File: config.mk
export PLATFORM = sky130hd
export DESIGN_NAME = zapper_sense
export DESIGN_NICKNAME = d
export VERILOG_FILES = /design/src/rtl/zapper_pkg.sv /design/src/rtl/zapper_luma.sv /design/src/rtl/zapper_sense.sv
export SDC_FILE = /design/constraint.sdc
export NUM_CORES = 1
export LEC_CHECK = 0
export ABC_AREA = 1
export BUFFER_PORTS_ARGS = -buffer_cell sky130_fd_sc_hd__buf_2
export CORE_MARGIN = 1.5
export CORE_UTILIZATION = 35
export CTS_CLUSTER_SIZE = 8
export DETAILED_ROUTE_END_ITERATION = 8
export SKIP_LAST_GASP = 1
export SLEW_MARGIN = 20
export SYNTH_ARGS = -nofsm -noshare
export SYNTH_HDL_FRONTEND = slang
export SYNTH_SLANG_ARGS = --single-unit
File: constraint.sdc
create_clock -name clk -period 3.33 [get_ports clk]
set_input_delay 0.4995 -clock clk [delete_from_list [all_inputs] [get_ports clk]]
set_output_delay 0.4995 -clock clk [all_outputs]
set_load 0.02 [all_outputs]
File: src/rtl/zapper_pkg.sv
// Shared definitions for the Zapper light-sense block and its luma stage.
//   - coordinate width used for raster position, aim point and line/pixel counts
//   - RGB-to-luma weights and normalising shift
//   - sense FSM state encoding
//   - saturating coordinate increment helper
package zapper_pkg;

    localparam int COORD_W    = 9;

    // luma = (LUMA_WR*r + LUMA_WG*g + LUMA_WB*b) >> LUMA_SHIFT
    // The weights sum to 1 << LUMA_SHIFT, so a grey input maps to itself.
    localparam int LUMA_WR    = 2;
    localparam int LUMA_WG    = 5;
    localparam int LUMA_WB    = 1;
    localparam int LUMA_SHIFT = 3;
    localparam int LUMA_SUM_W = 11;

    typedef enum logic [0:0] {
        S_SYNC  = 1'b0,
        S_TRACK = 1'b1
    } zap_state_t;

    function automatic logic [COORD_W-1:0] sat_inc(input logic [COORD_W-1:0] v);
        return (v == '1) ? v : v + 1'b1;
    endfunction

endpackage

File: src/rtl/zapper_luma.sv
// Registered RGB-to-luma conversion. Also used by the OSD brightness path.
// Ports:
//   clk, reset   clock and synchronous active-high reset
//   ce           load enable; luma only updates when high
//   r, g, b      8-bit colour components
//   luma         registered 8-bit luma, (2r + 5g + b) >> 3
module zapper_luma
    import zapper_pkg::*;
(
    input  logic       clk,
    input  logic       reset,
    input  logic       ce,
    input  logic [7:0] r,
    input  logic [7:0] g,
    input  logic [7:0] b,
    output logic [7:0] luma
);

    logic [LUMA_SUM_W-1:0] sum;

    always_comb begin
        sum = LUMA_SUM_W'(LUMA_WR) * LUMA_SUM_W'(r)
            + LUMA_SUM_W'(LUMA_WG) * LUMA_SUM_W'(g)
            + LUMA_SUM_W'(LUMA_WB) * LUMA_SUM_W'(b);
    end

    always_ff @(posedge clk) begin
        if (reset) begin
            luma <= 8'd0;
        end else if (ce) begin
            luma <= 8'(sum >> LUMA_SHIFT);
        end
    end

endmodule

File: src/rtl/zapper_sense.sv
// Light-gun photodiode model. Watches the finished video stream, recovers the
// raster position from DE/VSYNC, and raises 'light' when a bright pixel is
// drawn inside a small square window around the aim point. Once triggered,
// light is held for HOLD_LINES active-line ends, mimicking photodiode decay.
//
// States:
//   S_SYNC  | not locked to a frame yet; detection off, hold counter held at 0
//   S_TRACK | locked after the first vsync rise; normal detection
//
// Ports:
//   clk, reset     clock and synchronous active-high reset
//   ce_pix         pixel enable; stream inputs are sampled only when high
//   hsync, vsync   active-high syncs
//   de             active video
//   r, g, b        pixel colour
//   aim_x, aim_y   gun aim point in active pixels / active lines
//   light          high while light is sensed
//   frame_valid    last completed frame had at least MIN_LINES active lines
//   active_w       pixel count of the last completed active line
//   active_h       active-line count of the last completed frame
module zapper_sense
    import zapper_pkg::*;
#(
    parameter int RADIUS     = 2,
    parameter int THRESHOLD  = 160,
    parameter int HOLD_LINES = 26,
    parameter int MIN_LINES  = 200
) (
    input  logic               clk,
    input  logic               reset,
    input  logic               ce_pix,
    input  logic               hsync,
    input  logic               vsync,
    input  logic               de,
    input  logic [7:0]         r,
    input  logic [7:0]         g,
    input  logic [7:0]         b,
    input  logic [COORD_W-1:0] aim_x,
    input  logic [COORD_W-1:0] aim_y,
    output logic               light,
    output logic               frame_valid,
    output logic [COORD_W-1:0] active_w,
    output logic [COORD_W-1:0] active_h
);

    localparam int DW = COORD_W + 1;
    localparam int HW = $clog2(HOLD_LINES + 1);

    localparam logic [DW-1:0]      RAD_U     = DW'(RADIUS);
    localparam logic [7:0]         THR_U     = 8'(THRESHOLD);
    localparam logic [HW-1:0]      HOLD_INIT = HW'(HOLD_LINES);
    localparam logic [COORD_W-1:0] MIN_U     = COORD_W'(MIN_LINES);

    zap_state_t state_q, state_d;
    logic       track;

    logic de_q, vs_q, hs_q;
    logic de_fall, vs_rise, hs_rise;

    logic [COORD_W-1:0] x, y;

    logic signed [DW-1:0] dx, dy;
    logic [DW-1:0]        adx, ady;
    logic                 in_win;
    logic                 in_win_q;
    logic [7:0]           luma_q;
    logic                 bright_hit;

    logic [HW-1:0] hold_cnt;

    // ------------------------------------------------------------------
    // Sync / DE edge detection, all qualified by the pixel enable
    // ------------------------------------------------------------------
    always_ff @(posedge clk) begin
        if (reset) begin
            de_q <= 1'b0;
            vs_q <= 1'b0;
            hs_q <= 1'b0;
        end else if (ce_pix) begin
            de_q <= de;
            vs_q <= vsync;
            hs_q <= hsync;
        end
    end

    assign de_fall = ce_pix & de_q & ~de;
    assign vs_rise = ce_pix & vsync & ~vs_q;
    assign hs_rise = ce_pix & hsync & ~hs_q;

    // ------------------------------------------------------------------
    // Raster position and frame geometry
    // ------------------------------------------------------------------
    always_ff @(posedge clk) begin
        if (reset) begin
            x           <= '0;
            y           <= '0;
            active_w    <= '0;
            active_h    <= '0;
            frame_valid <= 1'b0;
        end else begin
            if (vs_rise) begin
                active_h    <= y;
                frame_valid <= (y >= MIN_U);
                x           <= '0;
                y           <= '0;
            end else if (de_fall) begin
                x <= '0;
                y <= sat_inc(y);
            end else if (hs_rise && !de) begin
                // Re-align the pixel counter at every line start in blanking,
                // so a malformed line cannot leave x offset into the next one.
                x <= '0;
            end else if (ce_pix && de) begin
                x <= sat_inc(x);
            end

            if (de_fall) begin
                active_w <= x;
            end
        end
    end

    // ------------------------------------------------------------------
    // Sense window: signed 10-bit distance so the window clips at the
    // raster edges and an off-raster aim simply never matches.
    // ------------------------------------------------------------------
    always_comb begin
        dx     = $signed({1'b0, x}) - $signed({1'b0, aim_x});
        dy     = $signed({1'b0, y}) - $signed({1'b0, aim_y});
        adx    = dx[DW-1] ? DW'(-dx) : DW'(dx);
        ady    = dy[DW-1] ? DW'(-dy) : DW'(dy);
        in_win = de & (adx <= RAD_U) & (ady <= RAD_U);
    end

    // ------------------------------------------------------------------
    // Stage 1: luma and window flag captured on the pixel enable
    // ------------------------------------------------------------------
    zapper_luma u_luma (
        .clk   (clk),
        .reset (reset),
        .ce    (ce_pix),
        .r     (r),
        .g     (g),
        .b     (b),
        .luma  (luma_q)
    );

    always_ff @(posedge clk) begin
        if (reset) begin
            in_win_q <= 1'b0;
        end else if (ce_pix) begin
            in_win_q <= in_win;
        end
    end

    // ------------------------------------------------------------------
    // FSM
    // ------------------------------------------------------------------
    always_ff @(posedge clk) begin
        if (reset) begin
            state_q <= S_SYNC;
        end else begin
            state_q <= state_d;
        end
    end

    always_comb begin
        state_d = state_q;
        track   = 1'b0;
        case (state_q)
            S_SYNC: begin
                if (vs_rise) begin
                    state_d = S_TRACK;
                end
            end
            S_TRACK: begin
                track = 1'b1;
            end
            default: begin
                state_d = S_SYNC;
            end
        endcase
    end

    // ------------------------------------------------------------------
    // Stage 2: hold counter. Runs every clk (not gated by ce_pix), so light
    // follows one clk after the stage-1 capture. Reload beats the per-line
    // decrement when both land on the same cycle.
    // ------------------------------------------------------------------
    assign bright_hit = track & in_win_q & (luma_q >= THR_U);

    always_ff @(posedge clk) begin
        if (reset) begin
            hold_cnt <= '0;
        end else if (!track) begin
            hold_cnt <= '0;
        end else if (bright_hit) begin
            hold_cnt <= HOLD_INIT;
        end else if (de_fall && (hold_cnt != '0)) begin
            hold_cnt <= hold_cnt - 1'b1;
        end
    end

    assign light = (hold_cnt != '0);

endmodule

# Word-level counts from Yosys, hierarchy flattened
# Index checks and enable logic that the tools add are counted.
# word_totals
inputBits,48
ff_bits,55
out_inout_bits,20
# op_classes
n_mul,1
bitwise_logic,16
n_lt_le_gt_ge,4
n_addsub,9
n_reduce_logical,12
n_eq_ne,2
n_mux,7
# op_table
op,n
10-bit by 2-bit <= comparator with 1-bit output (second input constant),2
10-bit 2-to-1 mux,2
10-bit negation,2
9-bit by 9-bit subtractor with 10-bit output,2
9-bit by 1-bit adder with 9-bit output (second input constant),2
9-bit equality test (second input constant),2
11-bit by 8-bit adder with 11-bit output,1
9-bit by 11-bit adder with 11-bit output,1
3-bit by 8-bit multiplier with 11-bit output (first input constant),1
1-bit bitwise AND,10
5-bit 2-to-1 mux,2
9-bit by 8-bit greater-or-equal comparator with 1-bit output (second input constant),1
8-bit greater-or-equal comparator (second input constant),1
1-bit NOT,6
5-bit nonzero test,1
5-bit by 1-bit subtractor with 5-bit output (second input constant),1
2-bit AND reduction,2
2-bit OR reduction,2
4-bit OR reduction,1
1-bit logical AND,3
1-bit 2-to-1 mux,3
3-bit OR reduction,1
2-bit nonzero test,1
1-bit zero test,1

# Longest topological paths before layout
# logic_depth
depth_word,6
ltp_mapped,19

# Cells and area by module
# Synthesis repeated with hierarchy kept, for this count alone.
# hier_totals
cells_unflattened,764
hier_area_um2,4793.3
# by_module_without_submodules
module,cells_per_inst,area_each_um2,instances,seq_area_each_um2
zapper_sense,603,3626.0,1,940.9
zapper_luma,161,1167.4,1,160.2

# Least setup slack after synthesis
# OpenSTA, ideal clock, no wires.
# synth_path
path_type,input to register
start,in g[3]
end,reg u_luma.luma[7]
t_arrival_ns,3.108
t_required_ns,3.215
setup_time_ns,0.115
n_path_buf,0
slack_ns,0.107
path_stages,17
path_cell_list,ha_1 inv_1 fa_1 inv_1 fa_1 ha_1 a21oi_1 o21ai_0 nand2_1 nand2_1 a21oi_1 inv_1 a21oi_1 o21bai_1 xor2_1 o21ai_0 inv_1
# synth_between
elab_chain_len,3
# synth_rtl
element,line_no,rtl
start: declaration,zapper_sense.sv:36,"input logic [7:0] g,"
3-bit by 8-bit multiplier with 11-bit output,zapper_luma.sv:23,+ LUMA_SUM_W'(LUMA_WG) * LUMA_SUM_W'(g)
9-bit by 11-bit adder with 11-bit output,zapper_luma.sv:23,
11-bit by 8-bit adder with 11-bit output,zapper_luma.sv:24,+ LUMA_SUM_W'(LUMA_WB) * LUMA_SUM_W'(b);
end signal: assignment,zapper_luma.sv:31,luma <= 8'(sum >> LUMA_SHIFT);
end: declaration,zapper_luma.sv:16,output logic [7:0] luma
# No other way between the ends.
# A chain may end at the register's enable or synchronous reset.

# Worst setup path after layout
# layout_path
start,in g[5]
end,reg u_luma.luma[7]
# Same word-level chain as after synthesis.

==> flow_metrics.tcl <==
set metrics [dict create \
    status "complete, no violations" \
    antenna_found_initial 0 \
    p_leak_nw 2.82 \
    io_pins 68 \
    placed_cell_area_mm2 0.00490 \
    globalRoute.busiestLayer "met2" \
    hold_class "flop to flop" \
    r2r_cells 15 \
    die_h_um 114 \
    pwr_density_cell_mw_per_mm2 321 \
    coreArea_mm2 0.0121 \
    port_buffers 67 \
    wirelength_um 9560 \
    htree_num_levels 2 \
    finalCritPeriodShare_pct 92.7 \
    post_cts_resized 0 \
    drv_slew 0 \
    yosys.cell_count.top_type "nand2_1" \
    cp_common_cell "inv_1" \
    arrival_ps 3270 \
    cts_buffer_depth 2 \
    fin_skew_ps 6.17 \
    hold-path-endpoint "active_h[4]" \
    drive_above_1_share_pct 12.7 \
    fin_area_mm2 0.00506 \
    synth_commonest_cells "nand2_1, inv_1, nor2_1" \
    grt_pass1_vias 3912 \
    finalHoldViolCount 0 \
    die_w_um 114 \
    met2_usage_pct 27.4 \
    criticalPathCategory "input pin to flop" \
    synth_nets 788 \
    overflow 0 \
    synthTopCellsByArea "dfxtp_1, nand2_1, inv_1, ha_1, fa_1" \
    grt_pass1_wl_um 16900 \
    syn_avg_cell_area_um2 6.35 \
    cts.sinks 50 \
    worst_setup_path_end_kind "flop" \
    vias 4113 \
    worstPathBufferInverterCount 5 \
    grt_max_degree 20 \
    synth_warnings 0 \
    drt_iter0_drc 152 \
    synth_edf_count 0 \
    worstReg2RegEnd "in_win_q" \
    synthesis.instances 682 \
    start_util_pct 35.9 \
    gp_congestion 0.788 \
    whs_ps 449 \
    ys_seq_area_share_pct 23.1 \
    required_ps 3510 \
    drt-pass1-iter-count 4 \
    hold_buffers 0 \
    cp_slowest_cell "fa_1" \
    max_stage_delay_ps 560 \
    gr-usage-met3_pct 1.80 \
    core.rowCount 40 \
    fin_nets 863 \
    drt.antenna.violating_nets 0 \
    synthFlopType "dfxtp_1" \
    crit_chain "buf_2, ha_1, inv_1, fa_1, inv_1, fa_1, ha_4, a21oi_1, o21ai_0, nand2_1, nand2_1, a21oi_1, inv_1, a21oi_1, o21bai_1, xor2_1, o21ai_1, inv_1" \
    path_clk_slew_ps 70 \
    syn_area_mm2 0.00433 \
    dieArea_mm2 0.0130 \
    ys_seq_elements 50 \
    finalSetupViolCount 0 \
    synth-async-reset-ratio_pct 0 \
    clockRootBuffer "clkbuf_16" \
    area_delta_synth_final_pct 17.0 \
    synth_cell_types 30 \
    crit_fanout 3 \
    relSlewSlack_pct 64.2 \
    post-dp-hpwl_um 8040 \
    cts_tree "done" \
    drcViolationCount 0 \
    diodes 0 \
    post_cts_buffers 0 \
    irDropWorstVdd_uv 190 \
    cap_violations 0 \
    min-delay-start "active_h[4]" \
    crit_family "adder cells" \
    cts_buffers 5 \
    r2r_start "y[0]" \
    synth_top_cell_by_area "dfxtp_1" \
    rrSetupSlack_ps 710 \
    clock_latency_ps 290 \
    viasPerCell 4.44 \
    holdPathStages 2 \
    gr-usage-met1_pct 20.7 \
    fmax_mhz 324 \
    tightest_slew_ps 533 \
    synth_top_area_share_pct 23.1 \
    grtUsageTotal_pct 15.7 \
    drt-wirelength-per-cell_um 10.3 \
    finalCriticalPeriod_ps 3090 \
    start_kind "input pin" \
]
==> cells in the final DEF (no fill, tap or decap), drive strengths merged <==
cell type  instances
nor2              64
o21ai             44
a21oi             44
xor2               3
nand3b             8
nor4               3
dfxtp             50
xnor2              4
nand2            176
nand4              8
clkinvlp           1
o211ai             1
and2               1
buf               75
nand3             40
clkbuf             6
o21bai             2
clkinv             2
or2                1
nor3b              3
a21o               2
nor3              11
ha                43
fa                15
inv              151
==> report_power, final <==
part           internal (W)  switching, W  total [W]
Sequential         0.000615    0.00000894   0.000624
Combinational      0.000209      0.000270   0.000479
Clock              0.000298      0.000223   0.000521
Total               0.00112      0.000502    0.00162
==> worst min-delay path: cells and delay by family, from the launching register on <==
kind	cells	cell delay, ps
DFF	1	310
and+or+nand+nor	2	100
==> worst max-delay path by stage <==
stage	slack, ps	end	cells after the start	from
final	240	u_luma.luma[7]	18	g[5]
after detailed placement	-130	u_luma.luma[7]	18	g[5]
after floorplan	110	u_luma.luma[7]	17	g[3]
after CTS	170	u_luma.luma[7]	18	g[5]
after global routing	-2	u_luma.luma[7]	18	g[5]
after global placement	-80	u_luma.luma[7]	18	g[3]
==> flip-flops by register name, summed over array words and instances, names as in the netlist <==
signal	flops
active_h	9
u_luma.luma	3
x	9
hold_cnt	5
active_w	9
state_q	1
de_q	1
hs_q	1
frame_valid	1
vs_q	1
y	9
in_win_q	1
==> logic make-up after synthesis <==
logic type,Yosys count,share of synthesized area [%]
buf+inv,159,14.0
fa+ha+maj,58,19.4
xor+xnor,7,1.42
simple gates,315,31.0
compound gates,93,11.1
flops,50,23.1
==> metal layers <==
metal	vias up	part of all wire, %
met2	54	45
met4	0	1.0
met3	6	2.8
met1	1784	51
li1	2269	-
met5	-	0
==> per-stage QoR <==
step	setup slack (ps)	instances	TNS, ps	util [%]	power [W]
3_3_place_gp	-85.0	918	-95.4	40.6	0.00110
5_1_grt	-1.52	926	-1.52	42.0	0.00175
6_report	244	926	0	42.0	0.00162
3_5_place_dp	-132	918	-169	40.6	0.00111
2_1_floorplan	107	682	0	-	0.000984
4_1_cts	170	926	0	41.9	0.00164
==> cell type report <==
class,instances,area [um^2]
Clock buffer,6,139
Tap cell,168,210
Multi-Input combinational cell,473,2740
Timing Repair Buffer,75,395
Fill cell,1288,7000
Clock inverter,2,12.5
Sequential cell,50,1000
Inverter,152,571
(Power assumes the default switching activity.)
